File: src/rtl/flow_rr_mux_if.sv
// Handshake bundle for flow_rr_mux: selection controls, N producer lanes and one consumer lane.
// The master side drives requests and downstream ready; the slave side is the mux itself.
interface flow_rr_mux_if #(
   parameter int WIDTH    = 20,
   parameter int CHANNELS = 32,
   parameter int SEL_W    = 5
);

   logic                      mode;
   logic [SEL_W-1:0]          sel;
   logic [CHANNELS*WIDTH-1:0] in_data;
   logic [CHANNELS-1:0]       in_valid;
   logic [CHANNELS-1:0]       in_ready;
   logic [WIDTH-1:0]          out_data;
   logic [SEL_W-1:0]          out_chan;
   logic                      out_valid;
   logic                      out_ready;

   modport master (
      output mode, sel, in_data, in_valid, out_ready,
      input  in_ready, out_data, out_chan, out_valid
   );

   modport slave (
      input  mode, sel, in_data, in_valid, out_ready,
      output in_ready, out_data, out_chan, out_valid
   );

endinterface

File: src/rtl/flow_rr_mux.sv
// Registered N:1 channel selector with valid/ready flow control and either a fixed
// (external select) or round-robin grant; one output word is held until the consumer takes it.
module flow_rr_mux #(
   parameter int WIDTH    = 20,
   parameter int CHANNELS = 32,
   parameter int SEL_W    = 5
) (
   input logic            clk,
   input logic            rst,
   flow_rr_mux_if.slave   bus
);

   logic [WIDTH-1:0]    r_outData;
   logic [SEL_W-1:0]    r_outChan;
   logic                r_outValid;
   logic [SEL_W-1:0]    r_rrPtr;

   logic                w_load;
   logic                w_xfer;
   logic                w_grantOk;
   logic [SEL_W-1:0]    w_grant;
   logic [WIDTH-1:0]    w_grantData;
   logic                w_selValid;
   logic                w_rrFound;
   logic [SEL_W-1:0]    w_rrIdx;
   int                  w_cand;
   logic [SEL_W-1:0]    w_candIdx;
   logic [CHANNELS-1:0] w_inReady;

   // Fixed mode: an out-of-range select simply matches no channel, so it never grants.
   always_comb begin
      w_selValid = 1'b0;
      for (int i = 0; i < CHANNELS; i++) begin
         if (bus.sel == SEL_W'(i)) begin
            w_selValid = bus.in_valid[i];
         end
      end
   end

   // Round-robin search starts just after the last winner and visits the last winner last.
   always_comb begin
      w_rrFound = 1'b0;
      w_rrIdx   = r_rrPtr;
      w_cand    = 0;
      w_candIdx = '0;
      for (int k = 1; k <= CHANNELS; k++) begin
         w_cand = int'(r_rrPtr) + k;
         if (w_cand >= CHANNELS) begin
            w_cand = w_cand - CHANNELS;
         end
         w_candIdx = SEL_W'(w_cand);
         if (!w_rrFound && bus.in_valid[w_candIdx]) begin
            w_rrFound = 1'b1;
            w_rrIdx   = w_candIdx;
         end
      end
   end

   always_comb begin
      w_grant     = bus.mode ? w_rrIdx : bus.sel;
      w_grantOk   = bus.mode ? w_rrFound : w_selValid;
      w_grantData = '0;
      for (int i = 0; i < CHANNELS; i++) begin
         if (w_grant == SEL_W'(i)) begin
            w_grantData = bus.in_data[i*WIDTH +: WIDTH];
         end
      end
   end

   // out_ready feeds straight through to in_ready so a full stage can refill in the same cycle.
   always_comb begin
      w_load = ~r_outValid | bus.out_ready;
      w_xfer = w_load & w_grantOk;
      for (int i = 0; i < CHANNELS; i++) begin
         w_inReady[i] = w_xfer & (w_grant == SEL_W'(i));
      end
   end

   always_ff @(posedge clk or posedge rst) begin
      if (rst) begin
         r_outValid <= 1'b0;
         r_outData  <= '0;
         r_outChan  <= '0;
         r_rrPtr    <= SEL_W'(CHANNELS - 1);
      end else if (w_load) begin
         r_outValid <= w_grantOk;
         if (w_grantOk) begin
            r_outData <= w_grantData;
            r_outChan <= w_grant;
            if (bus.mode) begin
               r_rrPtr <= w_grant;
            end
         end
      end
   end

   assign bus.in_ready  = w_inReady;
   assign bus.out_data  = r_outData;
   assign bus.out_chan  = r_outChan;
   assign bus.out_valid = r_outValid;

endmodule

File: src/flat_wrapper.sv
// flat-port wrapper written by rule: the top's interface ports become plain ports
module flow_rr_mux_flat 
#(
   parameter int WIDTH    = 20,
   parameter int CHANNELS = 32,
   parameter int SEL_W    = 5
)
  (clk, rst, bus_mode, bus_sel, bus_in_data, bus_in_valid, bus_out_ready, bus_in_ready, bus_out_data, bus_out_chan, bus_out_valid);
  flow_rr_mux_if #(.WIDTH(WIDTH), .CHANNELS(CHANNELS), .SEL_W(SEL_W)) bus_i ();
  input logic clk;
  input logic rst;
  input wire logic [$bits(bus_i.mode)-1:0] bus_mode;
  input wire logic [$bits(bus_i.sel)-1:0] bus_sel;
  input wire logic [$bits(bus_i.in_data)-1:0] bus_in_data;
  input wire logic [$bits(bus_i.in_valid)-1:0] bus_in_valid;
  input wire logic [$bits(bus_i.out_ready)-1:0] bus_out_ready;
  output wire logic [$bits(bus_i.in_ready)-1:0] bus_in_ready;
  output wire logic [$bits(bus_i.out_data)-1:0] bus_out_data;
  output wire logic [$bits(bus_i.out_chan)-1:0] bus_out_chan;
  output wire logic [$bits(bus_i.out_valid)-1:0] bus_out_valid;
  assign bus_i.mode = bus_mode;
  assign bus_i.sel = bus_sel;
  assign bus_i.in_data = bus_in_data;
  assign bus_i.in_valid = bus_in_valid;
  assign bus_i.out_ready = bus_out_ready;
  assign bus_in_ready = bus_i.in_ready;
  assign bus_out_data = bus_i.out_data;
  assign bus_out_chan = bus_i.out_chan;
  assign bus_out_valid = bus_i.out_valid;
  flow_rr_mux #(.WIDTH(WIDTH), .CHANNELS(CHANNELS), .SEL_W(SEL_W)) u_core (.clk(clk), .rst(rst), .bus(bus_i));
endmodule
File: config.mk
export PLATFORM = sky130hd
export DESIGN_NAME = flow_rr_mux_flat
export DESIGN_NICKNAME = d
export VERILOG_FILES = /design/src/rtl/flow_rr_mux_if.sv /design/src/rtl/flow_rr_mux.sv /design/src/flat_wrapper.sv
export SDC_FILE = /design/constraint.sdc
export NUM_CORES = 1
export LEC_CHECK = 0
export ABC_AREA = 1
export CAP_MARGIN = 20
export CORE_AREA = 2 2 284 286
export DETAILED_ROUTE_END_ITERATION = 7
export DIE_AREA = 0 0 286 288
export PLACE_DENSITY = 0.44
export SKIP_LAST_GASP = 1
export SLEW_MARGIN = 30
export SYNTH_ARGS = -nofsm -noshare
export SYNTH_HDL_FRONTEND = slang
export SYNTH_SLANG_ARGS = --single-unit
export TNS_END_PERCENT = 30
File: constraint.sdc
create_clock -name clk -period 6.52 [get_ports clk]
set_clock_uncertainty 0.2 [all_clocks]
set_input_delay 0.652 -clock clk [delete_from_list [all_inputs] [get_ports clk]]
set_output_delay 0.652 -clock clk [all_outputs]
set_load 0.005 [all_outputs]
==> flow_metrics.py <==
metrics = {
    "setup_path": {
        "cp-end-kind": "flip-flop",
        "crit_type": "reg -> reg",
        "start_kind": "flip-flop",
        "rr_startpoint": "u_core.r_rrPtr[0]",
        "crit_arrival_ps": 8230,
        "crit_required_ps": 6520,
        "cp_max_fo": 5,
        "startpoint": "u_core.r_rrPtr[0]",
        "cpPeakStageDelay_ps": 620,
        "cp_slowest_cell": "dfstp_2",
    },
    "final_layout": {
        "area_growth_pct": 111,
        "drive_above_1_share": 0.237,
        "fin_nets": 4282,
        "fin_cells": 4658,
        "finish.utilization": 0.327,
    },
    "pwr": {
        "total_power_mw": 17.4,
        "power_frac_clock": 0.015,
        "ir_worst_vdd_uv": 485,
        "p_switching_mw": 10.1,
        "p_leak_nw": 11.7,
        "intPower_mw": 7.31,
        "power_density_mw_per_mm2": 668,
        "pwr-share-seq": 0.022,
        "swShare": 0.579,
        "combPwrFrac": 0.964,
    },
    "global_routing": {
        "grtUsageTotal": 0.246,
        "grt_pass1_wl_um": 147000,
        "grt_max_degree": 97,
        "grt_remaining_overflow": 0,
        "grt_pass1_vias": 20672,
        "grt_antenna_before_repair": 15,
    },
    "placed_design": {
        "gp_congestion": 0.975,
        "placed_cells": 4535,
        "place_hpwl_um": 91200,
        "port_buffers": 738,
    },
    "synthesis": {
        "mappedNetlistArea_mm2": 0.0124,
        "yosysTopAreaCell": "nand2_1",
        "synth_area_leaders": "nand2_1, nand3_1, nor2_1",
        "yosys.cell_types.count": 64,
        "synth_nets": 3149,
        "yosys_most_used_dff": "dfrtp_1",
        "synth.avg_cell_area_um2": 5.03,
        "synth_cells": 2455,
        "yosysSeqAreaShare": 0.0633,
        "synth_top_area_frac": 0.222,
        "synth_edf_count": 0,
        "ys_async_sr_fraction": 1.00,
        "synth_warnings": 0,
        "ys_seq_elements": 31,
    },
    "floorplan": {
        "core_area_mm2": 0.0796,
        "die_h_um": 288,
        "initial_core_util": 0.155,
        "die-area_mm2": 0.0824,
        "die_w_um": 286,
        "std_cell_rows": 104,
        "io_pins": 739,
    },
    "timing": {
        "max_slew.worst_pin.slew_ps": 728,
        "maxSlewHeadroom": 0.510,
        "period_needed_ps": 8230,
        "fmax_mhz": 122,
        "fin_ws_ps": -1710,
        "timing.setup.tns_ps": -63560,
        "rsz0062_at_grt": "true",
        "hold_viol_final": 0,
        "finalCritPeriodShare": 1.26,
        "drv_slew": 0,
        "setup_viol": 52,
        "whs_ps": 287,
    },
    "drt": {
        "vias_per_cell": 4.45,
        "wl_per_cell_um": 23.0,
        "totalWireLength_um": 107000,
        "ant_nets": 0,
        "vias": 20726,
        "drt_iter0_drc": 1555,
        "firstDrtPassIters": 6,
        "drc": 0,
    },
    "clock_tree": {
        "clock_path_buffers": 2,
        "insertion_delay_ps": 290,
        "cts-htree-levels": 2,
        "ctsHoldBuffers": 0,
        "cts_tree": "done",
        "cts_buffers": 5,
        "cts-root-buf": "clkbuf_16",
        "clkTransAtPathRegs_ps": 70,
        "clock-sinks": 31,
    },
    "hold_path": {
        "holdCritPathClass": "reg -> reg",
        "hp-start": "u_core.bus.out_chan[4]",
    },
    "job": {
        "drv_cap": 0,
    },
    "run_status": {
        "violations": "negative setup slack",
        "status": "finished, violations left",
    },
}
-- power groups by stage --
stage | registers [mW] | clock network, mW | logic, mW
after global routing | 0.388 | 0.269 | 18.0
final | 0.379 | 0.252 | 16.7
after detailed placement | 0.382 | 0 | 14.4
after CTS | 0.379 | 0.263 | 15.6
after global placement | 0.385 | 0 | 14.5
after floorplan | 0.364 | 0 | 7.16
-- synth_stat cells (16+ instances only) --
| cell type | n |
|---|---|
| o21ai_0 | 75 |
| nand3_1 | 429 |
| inv_1 | 296 |
| nand4_1 | 150 |
| clkbuf_1 | 16 |
| nor2_1 | 343 |
| dfrtp_1 | 26 |
| buf_6 | 35 |
| a21oi_1 | 33 |
| nand2_1 | 731 |
| a22oi_1 | 21 |
| xor2_1 | 17 |
| nand2_2 | 20 |
| buf_4 | 34 |
| or2_2 | 32 |
| buf_2 | 26 |
-- registers in the layout, indices dropped and copies added, names as in the netlist --
| name | flops |
|---|---|
| u_core.bus.out_valid | 1 |
| u_core.bus.out_chan | 5 |
| u_core.r_rrPtr | 5 |
| u_core.bus.out_data | 20 |
-- area by class of cell --
type,instances,area [µm²]
Fill cell,8945,53600
Timing Repair Buffer,1254,11900
Multi-Input combinational cell,1978,10500
Tap cell,1060,1330
Inverter,316,1230
Sequential cell,31,782
Clock buffer,5,125
Timing Repair inverter,2,36.3
Antenna cell,9,22.5
Clock inverter,3,20.0
-- final timing paths --
path,cells past startpoint,to,slack (ps)
min in group asynchronous,3,u_core.bus.out_data[17],590
hold / removal,2,u_core.bus.out_chan[4],290
setup reg to reg,58,u_core.bus.out_data[17],-1710
hold reg to reg,2,u_core.bus.out_chan[4],290
setup / recovery,58,u_core.bus.out_data[17],-1710
max in group asynchronous,3,u_core.r_rrPtr[0],5160
-- critical path: cells and delay by family (launching register included) --
family,cells,cell delay [ps]
XOR/XNOR,1,190
AO/OA/AOI/OAI,3,390
buffers and inverters,9,980
adder cells (fa/ha/maj),1,280
flip-flops,1,620
AND/OR/NAND/NOR,44,5420
-- per-layer routing --
layer  global-route usage  share of wire  wire length [µm]
met3               0.0317          0.054              5840
met1                0.304           0.41             44100
met5                    0        0.00028                30
met4               0.0606          0.024              2600
met2                0.448           0.51             54700
-- metrics by stage --
stage	setup slack, ps	area (µm²)
after global routing	-2180	26000
after CTS	-1580	24900
after detailed placement	-2040	23700
after floorplan	-228	12600
after global placement	-2050	23700
final	-1710	26000
-- cell usage in the layout, fill, tap and decap left out, types with 12 or more instances in the layout --
cell type and n:
inv_1 286, a21oi_1 32, nand3_2 54, nand3_4 27
a31oi_1 12, inv_2 17, buf_12 32, nand3_1 358
nor2_1 293, a22oi_1 21, nand2_4 12, clkdlybuf4s50_1 734
nand2_1 689, xor2_1 13, buf_6 20, buf_4 452
nor2_2 46, nand4_1 150, nor2_4 24, nand2_2 53
o21ai_0 68, or2_2 32, dfrtp_1 26
-- logic make-up after synthesis --
kind of cell / share of synthesized area
buffers and inverters: 0.180
DFF: 0.0633
xor gates and xnor gates: 0.0148
and+or+nand+nor: 0.651
AOI/OAI and AO/OA: 0.0773
muxes: 0.000810
adders and majority gates: 0.0132
-- timing repair --
item                                   4_1_cts  5_1_grt
gates resized for setup                    136      166
buffers inserted                            48       52
pin swaps                                   48      156
setup endpoints to repair                   52       52
cloned                                       7        5
endpoints found under the hold margin        0        0
No activity file was read; power rests on OpenSTA's default activity.
